<file path="src/rtl/stopwatch_pkg.sv">
// Shared types and constants for the stopwatch controller slice.
package stopwatch_pkg;

  typedef enum logic [1:0] {
    IDLE   = 2'd0,
    RUN    = 2'd1,
    PAUSE  = 2'd2,
    ADJUST = 2'd3
  } state_t;

  typedef logic [3:0] bcd_t;

  localparam logic SEL_SEC = 1'b0;
  localparam logic SEL_MIN = 1'b1;

endpackage

</file>
<file path="src/rtl/stopwatch_if.sv">
// Button/clock-level inputs and display-side outputs of the stopwatch controller.
interface stopwatch_if;
  import stopwatch_pkg::*;

  logic sec_clk;
  logic blink_clk;
  logic btn_start;
  logic btn_clear;
  logic adj;
  logic sel;
  bcd_t min_tens;
  bcd_t min_ones;
  bcd_t sec_tens;
  bcd_t sec_ones;
  logic running;
  logic blank_min;
  logic blank_sec;
  logic wrap;

  // master: the controller itself
  modport master (
    input  sec_clk, blink_clk, btn_start, btn_clear, adj, sel,
    output min_tens, min_ones, sec_tens, sec_ones,
    output running, blank_min, blank_sec, wrap
  );

  // slave: buttons, clock generator and display multiplexer side
  modport slave (
    output sec_clk, blink_clk, btn_start, btn_clear, adj, sel,
    input  min_tens, min_ones, sec_tens, sec_ones,
    input  running, blank_min, blank_sec, wrap
  );

endinterface

</file>
<file path="src/rtl/bcd_mod_counter.sv">
// Two-digit BCD counter that wraps MAX -> 00; carry flags the wrapping increment.
module bcd_mod_counter
  import stopwatch_pkg::*;
#(
  parameter int MAX = 59
) (
  input  logic clk,
  input  logic rst,
  input  logic clr,
  input  logic inc,
  output bcd_t tens,
  output bcd_t ones,
  output logic carry
);

  localparam bcd_t MAX_TENS = bcd_t'(MAX / 10);
  localparam bcd_t MAX_ONES = bcd_t'(MAX % 10);

  bcd_t tens_reg, tens_next;
  bcd_t ones_reg, ones_next;
  logic at_max;

  assign at_max = (tens_reg == MAX_TENS) && (ones_reg == MAX_ONES);
  assign carry  = inc & at_max;
  assign tens   = tens_reg;
  assign ones   = ones_reg;

  always_comb begin
    tens_next = tens_reg;
    ones_next = ones_reg;
    if (clr) begin
      tens_next = '0;
      ones_next = '0;
    end else if (inc) begin
      if (at_max) begin
        tens_next = '0;
        ones_next = '0;
      end else if (ones_reg == 4'd9) begin
        tens_next = tens_reg + 4'd1;
        ones_next = '0;
      end else begin
        ones_next = ones_reg + 4'd1;
      end
    end
  end

  always_ff @(posedge clk) begin
    if (rst) begin
      tens_reg <= '0;
      ones_reg <= '0;
    end else begin
      tens_reg <= tens_next;
      ones_reg <= ones_next;
    end
  end

endmodule

</file>
<file path="src/rtl/stopwatch_ctrl.sv">
// Run/pause/clear/adjust sequencer driving a BCD MM:SS count and display blanking.
module stopwatch_ctrl
  import stopwatch_pkg::*;
#(
  parameter int MIN_MAX = 59,
  parameter int SEC_MAX = 59
) (
  input logic       clk,
  input logic       rst,
  stopwatch_if.master sw
);

  state_t state_reg, state_next;
  logic   sec_q, start_q, clear_q;
  logic   tick, start_rise, clear_rise;
  logic   count_run, adj_tick;
  logic   sec_inc, min_inc, sec_carry, min_carry;
  logic   running_reg, blank_sec_reg, blank_min_reg, wrap_reg;

  // Copies always track the inputs, including during reset, so a level held
  // across reset release or a state change never looks like a fresh edge.
  always_ff @(posedge clk) begin
    sec_q   <= sw.sec_clk;
    start_q <= sw.btn_start;
    clear_q <= sw.btn_clear;
  end

  assign tick       = sw.sec_clk & ~sec_q;
  assign start_rise = sw.btn_start & ~start_q;
  assign clear_rise = sw.btn_clear & ~clear_q;

  always_comb begin
    state_next = state_reg;
    case (state_reg)
      IDLE: begin
        if (clear_rise)      state_next = IDLE;
        else if (start_rise) state_next = RUN;
        else if (sw.adj)     state_next = ADJUST;
      end
      RUN: begin
        if (clear_rise)      state_next = IDLE;
        else if (start_rise) state_next = PAUSE;
      end
      PAUSE: begin
        if (clear_rise)      state_next = IDLE;
        else if (start_rise) state_next = RUN;
        else if (sw.adj)     state_next = ADJUST;
      end
      ADJUST: begin
        if (clear_rise)      state_next = IDLE;
        else if (!sw.adj)    state_next = PAUSE;
      end
      default: state_next = IDLE;
    endcase
  end

  // A tick in RUN is honoured even alongside start_rise; clear always wins.
  assign count_run = (state_reg == RUN) & tick & ~clear_rise;
  assign adj_tick  = (state_reg == ADJUST) & tick & ~clear_rise;
  assign sec_inc   = count_run | (adj_tick & (sw.sel == SEL_SEC));
  assign min_inc   = (count_run & sec_carry) | (adj_tick & (sw.sel == SEL_MIN));

  bcd_mod_counter #(.MAX(SEC_MAX)) u_sec (
    .clk(clk), .rst(rst), .clr(clear_rise), .inc(sec_inc),
    .tens(sw.sec_tens), .ones(sw.sec_ones), .carry(sec_carry)
  );

  bcd_mod_counter #(.MAX(MIN_MAX)) u_min (
    .clk(clk), .rst(rst), .clr(clear_rise), .inc(min_inc),
    .tens(sw.min_tens), .ones(sw.min_ones), .carry(min_carry)
  );

  always_ff @(posedge clk) begin
    if (rst) begin
      state_reg     <= IDLE;
      running_reg   <= 1'b0;
      blank_sec_reg <= 1'b0;
      blank_min_reg <= 1'b0;
      wrap_reg      <= 1'b0;
    end else begin
      state_reg     <= state_next;
      running_reg   <= (state_next == RUN);
      blank_sec_reg <= (state_reg == ADJUST) & (sw.sel == SEL_SEC) & sw.blink_clk;
      blank_min_reg <= (state_reg == ADJUST) & (sw.sel == SEL_MIN) & sw.blink_clk;
      wrap_reg      <= count_run & sec_carry & min_carry;
    end
  end

  assign sw.running   = running_reg;
  assign sw.blank_sec = blank_sec_reg;
  assign sw.blank_min = blank_min_reg;
  assign sw.wrap      = wrap_reg;

endmodule

</file>
<file path="src/flat_wrapper.sv">
// flat-port wrapper written by rule: the top's interface ports become plain ports
module stopwatch_ctrl_flat import stopwatch_pkg::*;
#(
  parameter int MIN_MAX = 59,
  parameter int SEC_MAX = 59
)
  (clk, rst, sw_sec_clk, sw_blink_clk, sw_btn_start, sw_btn_clear, sw_adj, sw_sel, sw_min_tens, sw_min_ones, sw_sec_tens, sw_sec_ones, sw_running, sw_blank_min, sw_blank_sec, sw_wrap);
  stopwatch_if sw_i ();
  input logic clk;
  input logic rst;
  input wire logic [$bits(sw_i.sec_clk)-1:0] sw_sec_clk;
  input wire logic [$bits(sw_i.blink_clk)-1:0] sw_blink_clk;
  input wire logic [$bits(sw_i.btn_start)-1:0] sw_btn_start;
  input wire logic [$bits(sw_i.btn_clear)-1:0] sw_btn_clear;
  input wire logic [$bits(sw_i.adj)-1:0] sw_adj;
  input wire logic [$bits(sw_i.sel)-1:0] sw_sel;
  output wire logic [$bits(sw_i.min_tens)-1:0] sw_min_tens;
  output wire logic [$bits(sw_i.min_ones)-1:0] sw_min_ones;
  output wire logic [$bits(sw_i.sec_tens)-1:0] sw_sec_tens;
  output wire logic [$bits(sw_i.sec_ones)-1:0] sw_sec_ones;
  output wire logic [$bits(sw_i.running)-1:0] sw_running;
  output wire logic [$bits(sw_i.blank_min)-1:0] sw_blank_min;
  output wire logic [$bits(sw_i.blank_sec)-1:0] sw_blank_sec;
  output wire logic [$bits(sw_i.wrap)-1:0] sw_wrap;
  assign sw_i.sec_clk = sw_sec_clk;
  assign sw_i.blink_clk = sw_blink_clk;
  assign sw_i.btn_start = sw_btn_start;
  assign sw_i.btn_clear = sw_btn_clear;
  assign sw_i.adj = sw_adj;
  assign sw_i.sel = sw_sel;
  assign sw_min_tens = sw_i.min_tens;
  assign sw_min_ones = sw_i.min_ones;
  assign sw_sec_tens = sw_i.sec_tens;
  assign sw_sec_ones = sw_i.sec_ones;
  assign sw_running = sw_i.running;
  assign sw_blank_min = sw_i.blank_min;
  assign sw_blank_sec = sw_i.blank_sec;
  assign sw_wrap = sw_i.wrap;
  stopwatch_ctrl #(.MIN_MAX(MIN_MAX), .SEC_MAX(SEC_MAX)) u_core (.clk(clk), .rst(rst), .sw(sw_i));
endmodule
</file>
<file path="config.mk">
export PLATFORM = sky130hd
export DESIGN_NAME = stopwatch_ctrl_flat
export DESIGN_NICKNAME = d
export VERILOG_FILES = /design/src/rtl/stopwatch_pkg.sv /design/src/rtl/stopwatch_if.sv /design/src/rtl/bcd_mod_counter.sv /design/src/rtl/stopwatch_ctrl.sv /design/src/flat_wrapper.sv
export SDC_FILE = /design/constraint.sdc
export NUM_CORES = 1
export LEC_CHECK = 0
export ABC_AREA = 1
export ABC_CLOCK_PERIOD_IN_PS = 1300
export BUFFER_PORTS_ARGS = -buffer_cell sky130_fd_sc_hd__buf_2
export CAP_MARGIN = 15
export CORE_ASPECT_RATIO = 1.5
export CORE_UTILIZATION = 45
export CTS_CLUSTER_SIZE = 24
export DETAILED_ROUTE_END_ITERATION = 12
export PLACE_DENSITY = 0.71
export SLEW_MARGIN = 10
export SYNTH_ARGS = -nofsm -noshare
export SYNTH_HDL_FRONTEND = slang
export SYNTH_SLANG_ARGS = --single-unit
</file>
<file path="constraint.sdc">
create_clock -name clk -period 1.3 [get_ports clk]
set_input_delay 0.065 -clock clk [delete_from_list [all_inputs] [get_ports clk]]
set_output_delay 0.065 -clock clk [all_outputs]
set_load 0.1 [all_outputs]
</file>
==> results of run 1 <==
==> how the worst min path moves through the flow <==
stage / to / slack, ns / cells after the start / start
after floorplan: u_core.clear_q / 0.09 / 0 / sw_btn_clear
after global placement: u_core.start_q / 0.18 / 1 / sw_btn_start
after detailed placement: u_core.start_q / 0.18 / 1 / sw_btn_start
after CTS: u_core.sw.blank_sec / 0.009 / 2 / sw_sel
after global routing: u_core.sw.blank_sec / 0.008 / 2 / sw_sel
final: u_core.sw.blank_sec / 0.02 / 2 / sw_sel
==> area by class of cell <==
cell class                      instances  area [um2]
Fill cell                             243       855.8
Multi-Input combinational cell        127       830.8
Sequential cell                        25       556.8
Timing Repair Buffer                   42       259.0
Inverter                               28       110.1
Tap cell                               37       46.29
Clock buffer                            3       41.29
Clock inverter                          1       5.005
==> Yosys cell counts, types with 3 or more instances <==
master    n
a21oi_1   8
nor2_2    4
nor2_1   25
nand2_1  40
dfxtp_1  25
nand3_1  12
inv_1    27
nor4_1    3
o21ai_0   9
xnor2_1   3
ha_1      8
nand3_2   3
==> power by group through the flow <==
stage / clock network (mW) / logic [mW] / registers (mW)
floorplan: 0 / 0.0575 / 0.822
global route: 0.518 / 0.175 / 0.771
CTS: 0.468 / 0.149 / 0.767
global placement: 0 / 0.135 / 0.783
detailed placement: 0 / 0.139 / 0.784
finish: 0.457 / 0.159 / 0.769
==> per-layer routing <==
layer / global-route usage, % / up-vias
li1: - / 661
met1: 22.19 / 619
met2: 42.78 / 21
met3: 2.375 / 5
met4: 8.824 / 0
met5: 0 / -
==> logic make-up (layout without fill, tap and decap cells) <==
group                    count (synthesis)  after routing  synth area share [%]
AO/OA/AOI/OAI                           21             21                 9.039
XOR/XNOR                                 5              5                 3.366
adder cells (fa/ha/maj)                  8              8                 7.693
buffers and inverters                   29             74                 9.230
flip-flops                              25             25                 38.46
AND/OR/NAND/NOR                         92             93                 32.21
==> per-stage QoR <==
step	hold slack [ns]	setup slack, ns	utilization [%]
after floorplan	0.09272	-0.1796	-
after global placement	0.1827	-0.01566	61.56
after detailed placement	0.1834	-0.06060	61.56
after CTS	0.009289	0.001132	65.96
after global routing	0.008187	-0.06159	68.36
final	0.01839	-0.00006584	68.36
==> timing repair <==
action                                 in CTS  in global routing
setup buffers                               0                  2
hold buffers                                3                  0
pin swaps                                   9                 14
gates cloned                                1                  0
endpoints found under the hold margin       3                  0
gates resized for setup                    10                 22
setup endpoints to repair                  10                 16
==> worst max-delay path, stage by stage, from the launching register on <==
cell and delay [ns]:
dfxtp_4 0.36, inv_4 0.03, ha_4 0.15, nand3_4 0.09
nor2_4 0.05, nand2_4 0.10, nand2_8 0.08, buf_6 0.13
a21oi_1 0.13, nor2_1 0.06
==> metrics.md, run 1 <==
| Metric | Value |
|---|---|
| Status | finished with violations |
| Failing checks | setup timing |
| Initial DRT Pass Iterations | 4 |
| Lkg Pwr | a little under 0.9 nW |
| Critical path capture point type | flop |
| Top Ports | 28 |
| Power Internal | 1.020 mW |
| Max Clock Skew | approximately 0.0043 ns |
| Peak supply drop | 0.0005966 V |
| Async set or reset register ratio after synthesis | 0% |
| Post-route cell area | roughly 0.0018 mm2 |
| Area leader, netlist | dfxtp_1 |
| Via count | 1306 |
| Number of H-tree levels | 1 |
| Detailed-route vias per instance | 4.966 |
| Synth Instances | 180 |
| Met3 routed wirelength | just under 80 um |
| Crit. Startpoint | u_core.u_sec.tens[1] |
| ANT nets after route | 0 |
| Power Total | between 1 and 1.5 mW |
| Reg2reg end | u_core.u_min.tens[0] |
| Tightest Pin Transition | between 0.4 and 0.5 ns |
| Mapped Area | between 0.001 and 0.0015 mm2 |
| DRC viols | 0 |
| Pwr/cell area | around 750 mW/mm2 |
| Overflow after GRT | 0 |
| Die Y | just under 70 um |
| Vias in the first global route | 1272 |
| Sw Pwr | 0.3647 mW |
| Final hold vios | 0 |
| WL final | ~3 mm |
| Commonest non-fill, non-tap cell in the layout | nand2_1 |
| Placed Instances | around 250 |
| Flop-to-flop setup slack | -0.00007 ns |
| Core outline area | around 0.0027 mm2 |
| Dpl cell area | roughly 0.0017 mm2 |
| Seq pwr share | a little under three fifths |
| Initial Util | about half |
| Gr usage total | between 20% and 30% |
| Slew Viols, Final | 0 |
| RSZ-0062 raised after global routing | true |
| Top sig layer | met4 |
| Max cap viols | 0 |
| Drt wl/cell | between 10 and 15 um |
| Post-synth top area share | ~38% |
| FF-to-FF path depth | 9 |
| Logic pwr share | between 10% and 20% |
| Final setup viols | 1 |
| Layout cell share with drive strength beyond 1 | approximately 45% |
| Met2 wire len | ~1.7 mm |
| Yosys cell types | 23 |
| Syn Nets | about 200 |
| EDFF count, synth | 0 |
| Num rows | 23 |
| Kind of critical path | reg2reg |
| CP required | between 1 and 1.5 ns |
| Reg-to-Reg Start | u_core.u_sec.tens[1] |
| Slew headroom | 67.38% |
| CTS buffer count | 3 |
| Final std cells w/o fill | about 260 |
| Fmax | 0.7692 GHz |
| Final Wtd Congestion | 0.7580 |
| Final WS setup | -0.00006584 ns |
| Clk Tree Root Cell | clkbuf_8 |
| WL met1 | 1.183 mm |
| Largest net degree at the start of global routing | 15 |
| Synth top area cells | dfxtp_1 (38%), nand2_1 (12%), inv_1 (7.8%) |
| Yosys Warn Count | 0 |
| Sink Count | 25 |
| Synth Flop Type | dfxtp_1 |
| Setup TNS | -0.00006584 ns |
| Setup crit start kind | flop |
| Clock share of power | 33.0% |
| Worst hold path class | in2reg |
| IO Port Bufs | 27 |
| Antenna diodes | 0 |
| Horiz. Die Dim | 45.91 um |
| Fin crit period | between 1 and 1.5 ns |
| First-pass GRT wire length | around 5 mm |
| Final period util | 100.0% |
| Flops & latches, synth | 25 |
| Seq/Total Area, Yosys | 38.46% |
| Area delta synth->final | 42.12% |
| Bufs on Longest Clock Path | 2 |
| Worst-Skew Late Latency | around 0.27 ns |
| Antenna violations before repair | 0 |
| Critical path arrival | 1.46 ns |
| CP endpoint | u_core.u_min.tens[0] |
| Post-detail-place hpwl | about 2.2 mm |
| Clk slew on worst S/H paths | ~0.090 ns |
| Die area | 0.003115 mm2 |
| Average size of a mapped cell | slightly above 7 um2 |
| Starting DRT DRC Count | 13 |
| Switching Fraction | 26.34% |
| CP Max Fanout | 6 |
| Highest-count cells in the layout ignoring fill and taps | nand2_1 (32), buf_2 (27), nor2_1 (23), inv_1 (20), dfxtp_4 (13) |
| CTS tree | yes |
| Nets@finish | 243 |
(Power assumes the default switching activity.)
==> inputs of run 2 (changes only) <==
- ABC_AREA: 1 -> 0
==> metrics.md, run 2 <==
| Metric | Value |
|---|---|
| Yosys Warn Count | 0 (unchanged) |
| Mux cell area share after synthesis | 4.776% (was 0%) |
| Top sig layer | met4 (unchanged) |
| Fmax | 0.5842 GHz (was 0.7692 GHz) |
| Footprint of the multi-input gates | 884.6 um2 (was 830.8 um2) |
| Drt wl/cell | 14.53 um (was 11.61 um) |
| Hold Path Origin | sw_sel (unchanged) |
| Xor and xnor area share after synthesis | 1.393% (was 3.365%) |
| DRC viols | 0 (unchanged) |
| Switching Fraction | 25.81% (was 26.34%) |
| Post-detail-place hpwl | 2.633 mm (was 2.235 mm) |
| Crit-path leading delay family | simple AND/OR/NAND/NOR gates (unchanged) |
| Sink Count | 25 (unchanged) |
| Critical path arrival | 1.91 ns (was 1.46 ns) |
| Crit. Startpoint | u_core.u_sec.tens[1] (unchanged) |
| Bufs on Longest Clock Path | 2 (unchanged) |
| Max Clock Skew | 0.0009350 ns (was 0.004254 ns) |
| Worst hold path class | in2reg (unchanged) |
| Final hold vios | 0 (unchanged) |
| Adder-Cell Fraction of Synth Area | 7.960% (was 7.692%) |
| Kind of critical path | reg2reg (unchanged) |
| Gr usage total | 25.68% (was 21.89%) |
| Via count | 1326 (was 1306) |
| Tightest Pin Transition | 0.4887 ns (was 0.4927 ns) |
| Initial Util | 46.98% (was 48.10%) |
| Setup crit start kind | flop (unchanged) |
| Number of H-tree levels | 1 (unchanged) |
| Num rows | 23 (unchanged) |
| Max cap viols | 0 (unchanged) |
| Power Internal | 1.057 mW (was 1.020 mW) |
| Area delta synth->final | 64.48% (was 42.12%) |
| CP Max Fanout | 7 (was 6) |
| Starting DRT DRC Count | 27 (was 13) |
| Final std cells w/o fill | 250 (was 263) |
| EDFF count, synth | 0 (unchanged) |
| Sw Pwr | 0.3678 mW (was 0.3647 mW) |
| Fillers | 185 (was 243) |
| Met3 routed wirelength | 98 um (was 77 um) |
| Failing checks | setup timing (unchanged) |
| Placed Instances | 238 (was 253) |
| Clk slew on worst S/H paths | 0.08 ns (was 0.09 ns) |
| Peak supply drop | 0.0007621 V (was 0.0005966 V) |
| Horiz. Die Dim | 45.16 um (was 45.91 um) |
| Core outline area | 0.002676 mm2 (was 0.002705 mm2) |
| Final WS setup | -0.4119 ns (was -0.00006584 ns) |
| Syn Nets | 155 (was 196) |
| Flops & latches, synth | 25 (unchanged) |
| Synth top cells by count | dfxtp_1 (25), a21oi_1 (10), nor2_1 (10), nor3_1 (10) (was nand2_1 (40), inv_1 (27), dfxtp_1 (25), nor2_1 (25), nand3_1 (12)) |
| Highest-count cells in the layout ignoring fill and taps | buf_4 (39), buf_2 (27), nor2_1 (10), dfxtp_4 (10) (was nand2_1 (32), buf_2 (27), nor2_1 (23), inv_1 (20), dfxtp_4 (13)) |
| Antenna violations before repair | 0 (unchanged) |
| Synth Flop Type | dfxtp_1 (unchanged) |
| Detailed-route vias per instance | 5.304 (was 4.966) |
| Flop-to-flop setup slack | -0.41 ns (was -0.00007 ns) |
| CTS tree | yes (unchanged) |
| Mapped Area | 0.001257 mm2 (was 0.001301 mm2) |
| Slew Viols, Final | 0 (unchanged) |
| Post-route cell area | 0.002068 mm2 (was 0.001849 mm2) |
| WL final | 3.633 mm (was 3.054 mm) |
| Worst-Skew Late Latency | 0.27 ns (about the same) |
| Nets@finish | 230 (was 243) |
| Yosys cell types | 35 (was 23) |
| Slowest-stage cell, CP | or4_1 (was dfxtp_4) |
| Initial DRT Pass Iterations | 4 (unchanged) |
| Seq pwr share | 53.9% (was 55.5%) |
| CTS buffer count | 3 (unchanged) |
| Die area | 0.003014 mm2 (was 0.003115 mm2) |
| Seq/Total Area, Yosys | 39.80% (was 38.46%) |
| Delay of the slowest critical-path stage | 0.51 ns (was 0.36 ns) |
| Die Y | 66.74 um (was 67.86 um) |
| Fin crit period | 1.712 ns (was 1.300 ns) |
| Reg-to-Reg Start | u_core.u_sec.tens[1] (unchanged) |
| Final setup viols | 15 (was 1) |
| Synth Instances | 139 (was 180) |
| Register area | 546.8 um2 (was 556.8 um2) |
| IO Port Bufs | 27 (unchanged) |
| Status | finished with violations (unchanged) |
| Post-Synth Simple-Gate Area | 31.74% (was 32.21%) |
| CP required | 1.50 ns (was 1.46 ns) |
| ANT nets after route | 0 (unchanged) |
| Top Ports | 28 (unchanged) |
| RSZ-0062 raised after global routing | true (unchanged) |
| Critical path buffers and inverters | 1 (was 2) |
| Final period util | 131.7% (was 100.0%) |
| Met2 wire len | 2.102 mm (was 1.747 mm) |
| Clk Tree Root Cell | clkbuf_8 (unchanged) |
| Critical path cell sequence | inv_4, ha_4, nand3b_1, o31a_1, or4_1, a21oi_2 (was inv_4, ha_4, nand3_4, nor2_4, nand2_4, nand2_8, buf_6, a21oi_1, nor2_1) |
| Lkg Pwr | 0.9333 nW (was 0.8689 nW) |
| Post-synth top area share | 39.80% (was 38.46%) |
| Largest family of logic cells by synthesized area | simple AND/OR/NAND/NOR gates (unchanged) |
| Commonest non-fill, non-tap cell in the layout | buf_4 (was nand2_1) |
| First-pass GRT wire length | 5.589 mm (was 5.030 mm) |
| Final Wtd Congestion | 0.8360 (was 0.7580) |
| Logic pwr share | 13.2% (was 11.5%) |
| Area leader, netlist | dfxtp_1 (unchanged) |
| Average size of a mapped cell | 9.046 um2 (was 7.229 um2) |
| Largest net degree at the start of global routing | 14 (was 15) |
| WL met1 | 1.309 mm (was 1.183 mm) |
| Setup TNS | -3.792 ns (was -0.00006584 ns) |
| Pwr/cell area | 689.0 mW/mm2 (was 748.8 mW/mm2) |
| Synth top area cells | dfxtp_1 (40%), ha_1 (8.0%), mux2i_1 (4.8%) (was dfxtp_1 (38%), nand2_1 (12%), inv_1 (7.8%)) |
| Antenna diodes | 0 (unchanged) |
| Dpl cell area | 0.001819 mm2 (was 0.001665 mm2) |
| Vias in the first global route | 1305 (was 1272) |
| Most common cell in the netlist | dfxtp_1 (was nand2_1) |
| Async set or reset register ratio after synthesis | 0% (unchanged) |
| Clock share of power | 32.9% (was 33.0%) |
| Synth Area in Compound Gates | 11.34% (was 9.038%) |
| Critical path capture point type | flop (unchanged) |
| Overflow after GRT | 0 (unchanged) |
| Slew headroom | 67.64% (was 67.38%) |
| Layout cell share with drive strength beyond 1 | 56.34% (was 44.69%) |
## run 2: cell types whose count changed in the layout (fill, tap and decap cells not counted), sizes merged, moves of 5 or more
cell	previous run	this run
mux2i	0	6
buf	39	72
nor3	0	10
or4	0	5
nand2	43	5
nor2	30	10
nand3	15	4
inv	28	4
nor2b	0	5
## run 2: final cells by class
class                      instances  area share, %
timing repair buffer              75          25.41
sequential                        25          26.44
clock buffer                       4          2.178
multi-input combinational        105          42.77
tap                               37          2.238
inverter                           4         0.9679
## run 2: power groups by stage
| stage | combinational [mW] | sequential, mW | clock (mW) |
|---|---|---|---|
| 3_5_place_dp | 0.159 | 0.785 | 0 |
| 3_3_place_gp | 0.153 | 0.784 | 0 |
| 6_report | 0.188 | 0.768 | 0.469 |
| 2_1_floorplan | 0.0742 | 0.805 | 0 |
| 4_1_cts | 0.176 | 0.767 | 0.476 |
| 5_1_grt | 0.201 | 0.769 | 0.507 |
## run 2: kinds of logic after synthesis
| family | after synthesis |
|---|---|
| adders and majority gates | 8 |
| and+or+nand+nor | 64 |
| xor gates and xnor gates | 2 |
| buffers and inverters | 9 |
| muxes | 6 |
| AOI/OAI and AO/OA | 25 |
| DFF | 25 |
## run 2: path summary, 6_finish.rpt
kind	end	cells after the start
setup / recovery	u_core.u_min.ones[1]	6
hold reg to reg	u_core.u_min.tens[3]	2
setup reg to reg	u_core.u_min.ones[1]	6
hold / removal	u_core.sw.blank_min	2
## run 2: what timing repair did
item,4_1_cts,5_1_grt
buffers inserted,2,3
setup endpoints to repair,17,16
hold endpoints to repair,3,0
gates cloned,0,0
resized for setup,17,16
pin swaps,11,8
hold buffers,3,0
## run 2: stage by stage
step,setup slack [ns],power (mW),util (%),hold WS [ns]
3_5_place_dp,-0.4671,0.9440,67.98,0.1974
6_report,-0.4119,1.425,77.28,0.1206
2_1_floorplan,-0.5727,0.8787,-,0.09272
5_1_grt,-0.4520,1.477,77.28,0.1338
4_1_cts,-0.3994,1.418,74.15,0.09616
3_3_place_gp,-0.3908,0.9372,67.98,0.1915
## run 2: layer usage
layer,up-vias,global-route usage (%)
li1,655,-
met2,38,50.18
met5,-,0
met1,618,25.50
met3,15,1.897
met4,0,12.50
